File: src/rtl/fifo_ptr_pkg.sv
// Shared pointer helpers for the async FIFO: default widths plus grey/binary
// conversion and popcount, used by the pointer encoder, the receive-side sync and benches.
package fifo_ptr_pkg;

    localparam int PTR_WIDTH_DEF   = 4;
    localparam int SYNC_STAGES_DEF = 2;

    // Operates on 32-bit containers; zero upper bits decode to zero, so callers cast down.
    function automatic logic [31:0] grey2bin(input logic [31:0] g);
        logic [31:0] b;
        b[31] = g[31];
        for (int i = 30; i >= 0; i--) begin
            b[i] = b[i+1] ^ g[i];
        end
        return b;
    endfunction

    function automatic logic [31:0] bin2grey(input logic [31:0] b);
        return b ^ (b >> 1);
    endfunction

    function automatic int unsigned popcount(input logic [31:0] v);
        int unsigned n;
        n = 0;
        for (int i = 0; i < 32; i++) begin
            n += 32'(v[i]);
        end
        return n;
    endfunction

endpackage

File: src/rtl/ptr_sync.sv
// Generic multi-bit flop chain for carrying a grey pointer across clock domains.
// Stage 0 samples the foreign value directly; no logic sits between stages.
module ptr_sync #(
    parameter int WIDTH  = 4,
    parameter int STAGES = 2
) (
    input  logic             i_clk,
    input  logic             i_rst_n,
    input  logic [WIDTH-1:0] i_d,
    output logic [WIDTH-1:0] o_q
);

    logic [WIDTH-1:0] r_stage [STAGES];

    always_ff @(posedge i_clk) begin
        if (!i_rst_n) begin
            for (int i = 0; i < STAGES; i++) begin
                r_stage[i] <= '0;
            end
        end else begin
            r_stage[0] <= i_d;
            for (int i = 1; i < STAGES; i++) begin
                r_stage[i] <= r_stage[i-1];
            end
        end
    end

    assign o_q = r_stage[STAGES-1];

endmodule

File: src/rtl/grey_bin_sync.sv
// Receive side of an async-FIFO pointer: synchronize grey, decode to binary, report advances.
// Optional sticky multi-bit-change checker is built when GREY_SYNC_ERR_CHECK_EN is defined.
module grey_bin_sync
    import fifo_ptr_pkg::*;
#(
    parameter int PTR_WIDTH   = PTR_WIDTH_DEF,
    parameter int SYNC_STAGES = SYNC_STAGES_DEF
) (
    input  logic                 CLK,
    input  logic                 RST,
    input  logic [PTR_WIDTH-1:0] grey_in,
    input  logic                 err_clr,
    output logic [PTR_WIDTH-1:0] grey_sync,
    output logic [PTR_WIDTH-1:0] bin_out,
    output logic                 adv_pulse,
    output logic [PTR_WIDTH-1:0] adv_step,
    output logic                 grey_err
);

    logic [PTR_WIDTH-1:0] w_grey_sync;
    logic [PTR_WIDTH-1:0] w_dec;
    logic [PTR_WIDTH-1:0] r_bin_out;
    logic [PTR_WIDTH-1:0] r_prev_bin;
    logic                 w_adv;

    ptr_sync #(
        .WIDTH  (PTR_WIDTH),
        .STAGES (SYNC_STAGES)
    ) u_ptr_sync (
        .i_clk   (CLK),
        .i_rst_n (RST),
        .i_d     (grey_in),
        .o_q     (w_grey_sync)
    );

    assign w_dec = PTR_WIDTH'(grey2bin(32'(w_grey_sync)));

    always_ff @(posedge CLK) begin
        if (!RST) begin
            r_bin_out  <= '0;
            r_prev_bin <= '0;
        end else begin
            r_bin_out  <= w_dec;
            r_prev_bin <= r_bin_out;
        end
    end

    // Modular subtraction makes a wrap (e.g. 15 -> 0) a forward step of 1.
    assign w_adv     = (r_bin_out != r_prev_bin);
    assign adv_pulse = w_adv;
    assign adv_step  = w_adv ? (r_bin_out - r_prev_bin) : '0;
    assign bin_out   = r_bin_out;
    assign grey_sync = w_grey_sync;

`ifdef GREY_SYNC_ERR_CHECK_EN
    logic [PTR_WIDTH-1:0] r_prev_grey;
    logic                 r_err;
    int unsigned          w_dist;

    assign w_dist = popcount(32'(w_grey_sync ^ r_prev_grey));

    // A new violation takes priority over a simultaneous clear.
    always_ff @(posedge CLK) begin
        if (!RST) begin
            r_prev_grey <= '0;
            r_err       <= 1'b0;
        end else begin
            r_prev_grey <= w_grey_sync;
            if (w_dist > 1) begin
                r_err <= 1'b1;
            end else if (err_clr) begin
                r_err <= 1'b0;
            end
        end
    end

    assign grey_err = r_err;
`else
    logic w_unused_err_clr;
    assign w_unused_err_clr = err_clr;
    assign grey_err         = 1'b0;
`endif

endmodule

File: config.mk
export PLATFORM = sky130hd
export DESIGN_NAME = grey_bin_sync
export DESIGN_NICKNAME = d
export VERILOG_FILES = /design/src/rtl/fifo_ptr_pkg.sv /design/src/rtl/ptr_sync.sv /design/src/rtl/grey_bin_sync.sv
export SDC_FILE = /design/constraint.sdc
export NUM_CORES = 1
export LEC_CHECK = 0
export BUFFER_PORTS_ARGS = -buffer_cell sky130_fd_sc_hd__buf_4
export CORE_AREA = 2 2 43 45
export DETAILED_ROUTE_END_ITERATION = 8
export DIE_AREA = 0 0 45 47
export PLACE_DENSITY = 0.67
export SLEW_MARGIN = 10
export SYNTH_ARGS = -nofsm -noshare
export SYNTH_HDL_FRONTEND = slang
export SYNTH_SLANG_ARGS = --single-unit
File: constraint.sdc
create_clock -name CLK -period 1.8 [get_ports CLK]
set_input_delay 0.54 -clock CLK [delete_from_list [all_inputs] [get_ports CLK]]
set_output_delay 0.54 -clock CLK [all_outputs]
set_load 0.02 [all_outputs]
-- Word level (Yosys, flattened, before mapping)
Memories as Yosys holds them, arrays and structs flattened.
Index checks and enable logic that the tools add are counted.
- register bits: 8
- RAM bits: 8
- word-level logic and storage cells: 15
- input bits: 7
- memories kept: 1
- memory list (memory ; words ; bits a word ; read ports ; clocked after memory_dff ; wr ports ; line ; source):
    u_ptr_sync.r_stage ; 2 ; 4 ; 2 ; 0 ; 2 ; ptr_sync.sv:13 ; logic [WIDTH-1:0] r_stage [STAGES];
- add/sub/neg operators: 1
- muxes and demuxes: 5
- bitwise logic cells: 5
- equality and inequality tests: 1
- operators by type and width (kind ; number):
    $mux W4 ; 3
    $ne A4 B4 Y1 ; 1
    $sub A4 B4 Y4 ; 1
    $xor A1 B1 Y1 ; 3
    $mux W1 ; 2
    $or A1 B1 Y1 ; 2

-- Longest topological paths before layout
An unclocked memory read counts as a cell.
- word-level depth: 4
- mapped depth: 6

-- By module
From an unflattened synthesis, not the netlist that was laid out.
- cells, all modules: 60
- area total of the unflattened synthesis: 656.9 µm²
- modules (own cells, without submodules) (module ; seq. area each (µm²) ; area each (µm²) ; cells each ; times used):
    grey_bin_sync ; 160.2 ; 416.6 ; 40 ; 1
    ptr_sync ; 160.2 ; 240.2 ; 20 ; 1

-- Worst setup path before layout
Ideal clock, no wire load.
- kind: reg2out
- start: register r_bin_out[2], in the netlist bin_out[2]
- end: output adv_step[3]
- data arrival time: 1.418 ns
- required time: 1.260 ns
- setup slack: -0.158 ns
- cell stages (with the launch flop): 5
- cell sequence: dfxtp_1 ha_1 nand2_1 o21ai_0 mux2i_1
- cells in the longest elaborated chain, start to end: 2
- RTL lines (item ; line ; source):
    start: declaration ; grey_bin_sync.sv:22 ; logic [PTR_WIDTH-1:0] r_bin_out;
    start signal: assignment ; grey_bin_sync.sv:43 ; r_bin_out <= w_dec;
    $sub A4 B4 Y4 / $ne A4 B4 Y1 (equally long branches) ; grey_bin_sync.sv:51, grey_bin_sync.sv:49 ;
    $mux W4 (*) ; grey_bin_sync.sv:51 ; assign adv_step = w_adv ? (r_bin_out - r_prev_bin) : '0;
    end: declaration ; grey_bin_sync.sv:16 ; output logic [PTR_WIDTH-1:0] adv_step,
Every way passes the cells marked *; elsewhere a longest branch is shown, timed or not.

-- Final worst setup path
- start: register r_bin_out[0], in the netlist bin_out[0]
- end: output adv_step[2]
The elaborated chain is that of the path after synthesis.

==> metrics.md <==
| Metric | Value |
|---|---|
| Post-Syn Area | `661 um^2` |
| Die X-Extent | `45 um` |
| Num CTS Buffers | `3` |
| Number of synthesized flops with an enable pin | `0` |
| # hold bufs at CTS | `0` |
| Post-layout min period | `2.13 ns` |
| Vert. Die Dim | `47 um` |
| Area contributors post-synth | `dfxtp_1 (48%), and2_1 (16%), buf_4 (5.7%), ha_1 (5.7%), xnor3_1 (3.4%)` |
| Overall Global Routing Usage | `0.105` |
| Period utilization | `1.19` |
| Worst vdd rail ir drop | `0.392 mV` |
| Setup TNS | `-1.04 ns` |
| CTS root buffer | `clkbuf_4` |
| Area delta synth->final | `36.7%` |
| Flop-to-flop setup slack | `0.75 ns` |
| Die area | `2120 um^2` |
| Top_reg_cell synth | `dfxtp_1` |
| Synth async-reset ratio | `0` |
| Clock Latency Late Sink | `0.28 ns` |
| Total grt overflow | `0` |
| Core area | `1650 um^2` |
| Initial antenna violation count | `0` |
| # setup viols final | `4` |
| Peak Freq | `469 MHz` |
| Synth top cells by count | `and2_1 (17), dfxtp_1 (16), buf_4 (5), inv_1 (5), ha_1 (3)` |
| Slew Limit Fails | `0` |
| Required time of the critical path | `1.26 ns` |
| Leakage power | `0.412 nW` |
| Placed Instances | `94` |
| Pre-CTS WS | `-0.118 ns` |
| Antenna Diode Count | `0` |
| Pwr Density | `905 nW/um^2` |
| RSZ-0062 raised after global routing | `true` |
| CTS tree | `done` |
| Gpl congestion | `0.680` |
| H-tree levels | `1` |
| Final hold vios | `0` |
| # IOs | `21` |
| DRC | `0` |
| Max cap viols | `0` |
| Top-count cell post-synth | `and2_1` |
| Post-Synthesis Cells | `62` |
| Drt pass-1 iters | `2` |
| Synthesized net count | `73` |
| Setup CP Type | `reg2out` |
| Reg clk slew, reported paths | `0.09 ns` |
| Max clock buf depth | `2` |
| Synth unique cells | `19` |
| Met3 Usage GRT | `0.0231` |
| Post-route cell area | `903 um^2` |
| Layout fillers | `158` |
| I/O Buffers | `18` |
| Failing checks | `setup timing` |
| Fin nets | `93` |
| Synth top area share | `0.485` |
| Antenna Nets Post-Route | `0` |
| DP Wirelength | `719 um` |
| Hold crit path type | `reg2reg` |
| Grt peak-use layer | `met2` |
| DRT Wirelength | `975 um` |
| Clk sinks | `16` |
| Sequential share of the synthesized area | `0.485` |
| Arrival @ worst endpoint | `1.59 ns` |
| Non-filler cells, final | `98` |
| Setup bufs post-CTS | `0` |
| Final hold slack | `0.438 ns` |
| Nature of the critical path startpoint | `flip-flop` |
| Share of layout cells above drive strength 1 | `0.494` |
| Synth Warn # | `0` |
| Final setup margin | `-0.334 ns` |
| Area after DPL | `827 um^2` |
| Clock skew | `0.00120 ns` |
| FF+latch area | `329 um^2` |
| Via count | `440` |
| Outcome | `finished with violations` |
| CP endpoint kind | `output pin` |
| Multi-input gate area | `329 um^2` |
| Vias per cell | `4.49` |
| Total Power | `818 uW` |
| Initial DRC Count | `1` |
| Drt wl/cell | `9.95 um` |
| Met1 usage | `0.0974` |
| Syn avg cell area | `10.7 um^2` |
| CP max FO | `2` |
| Met2 usage | `0.203` |
| Synth area leader | `dfxtp_1` |
| Number of cell rows | `15` |
| Yosys reg bits | `16` |
| Fin util | `0.547` |
| First-pass GRT wire length | `1.56 mm` |
| Initial Util | `0.400` |
| Vias in the first global route | `422` |
| Largest net degree at the start of global routing | `17` |
-- timing repair --
action	CTS	global route
setup endpoints to repair	4	4
resized for setup	11	0
pin swaps	6	1
-- routing by layer --
metal	vias to the layer above	part of all wire	wire, um
met5	-	0	0
li1	222	-	-
met2	13	0.55	534
met3	2	0.064	62
met1	203	0.38	371
met4	0	0.0062	6
-- cell type report --
class                   count  area share
flip-flops and latches     16       0.364
multi-input cells          35       0.364
repair buffers             21       0.187
clock buffers               4      0.0402
well taps                  17      0.0235
inverters                   5      0.0208
-- path summary, 6_finish.rpt --
path                                                  to  depth (start not counted)                      from
worst max-delay path                         adv_step[2]                          7                bin_out[0]
worst min register to register  u_ptr_sync.r_stage[0][5]                          1  u_ptr_sync.r_stage[0][1]
worst min-delay path            u_ptr_sync.r_stage[0][5]                          1  u_ptr_sync.r_stage[0][1]
worst max register to register                bin_out[0]                          3  u_ptr_sync.r_stage[0][6]
-- placed cells by master, fill, tap and decap left out, types with 2 or more instances in the layout --
cell type / Yosys / routed
inv_2: 0 / 3
xnor2_1: 2 / 2
and2_1: 17 / 15
inv_1: 5 / 2
buf_4: 5 / 18
nand2_1: 2 / 2
ha_4: 0 / 3
dfxtp_1: 16 / 13
dfxtp_4: 0 / 2
clkbuf_4: 0 / 3
buf_6: 0 / 3
and2_4: 0 / 2
-- where the power goes --
| group | total, mW | internal (mW) | leakage, nW | switching [mW] |
|---|---|---|---|---|
| Combinational | 0.202 | 0.109 | 0.257 | 0.0930 |
| Clock | 0.232 | 0.123 | 0.0210 | 0.109 |
| Sequential | 0.384 | 0.371 | 0.133 | 0.0123 |
-- worst max-delay path, cell delays in order, from the launching register on --
cell     delay, ns
dfxtp_4       0.35
inv_2         0.06
ha_4          0.12
inv_2         0.03
fa_2          0.32
xor2_1        0.15
and2_4        0.16
buf_6         0.12
-- cells by family (layout without fill, tap and decap cells) --
logic type / Yosys count / in the layout / synth area share
other: 1 / 1 / 0.00568
AO/OA/AOI/OAI: 2 / 2 / 0.0151
flip-flops: 16 / 16 / 0.485
buffers and inverters: 11 / 30 / 0.0909
adder cells (fa/ha/maj): 4 / 4 / 0.0871
XOR/XNOR: 5 / 5 / 0.0985
AND/OR/NAND/NOR: 22 / 22 / 0.203
multiplexers: 1 / 1 / 0.0152
-- sequential cells by signal (all words and copies together), names as in the netlist --
signal	cells
r_prev_bin	4
u_ptr_sync.r_stage	8
bin_out	4
Power figures use the tool's default switching activity.
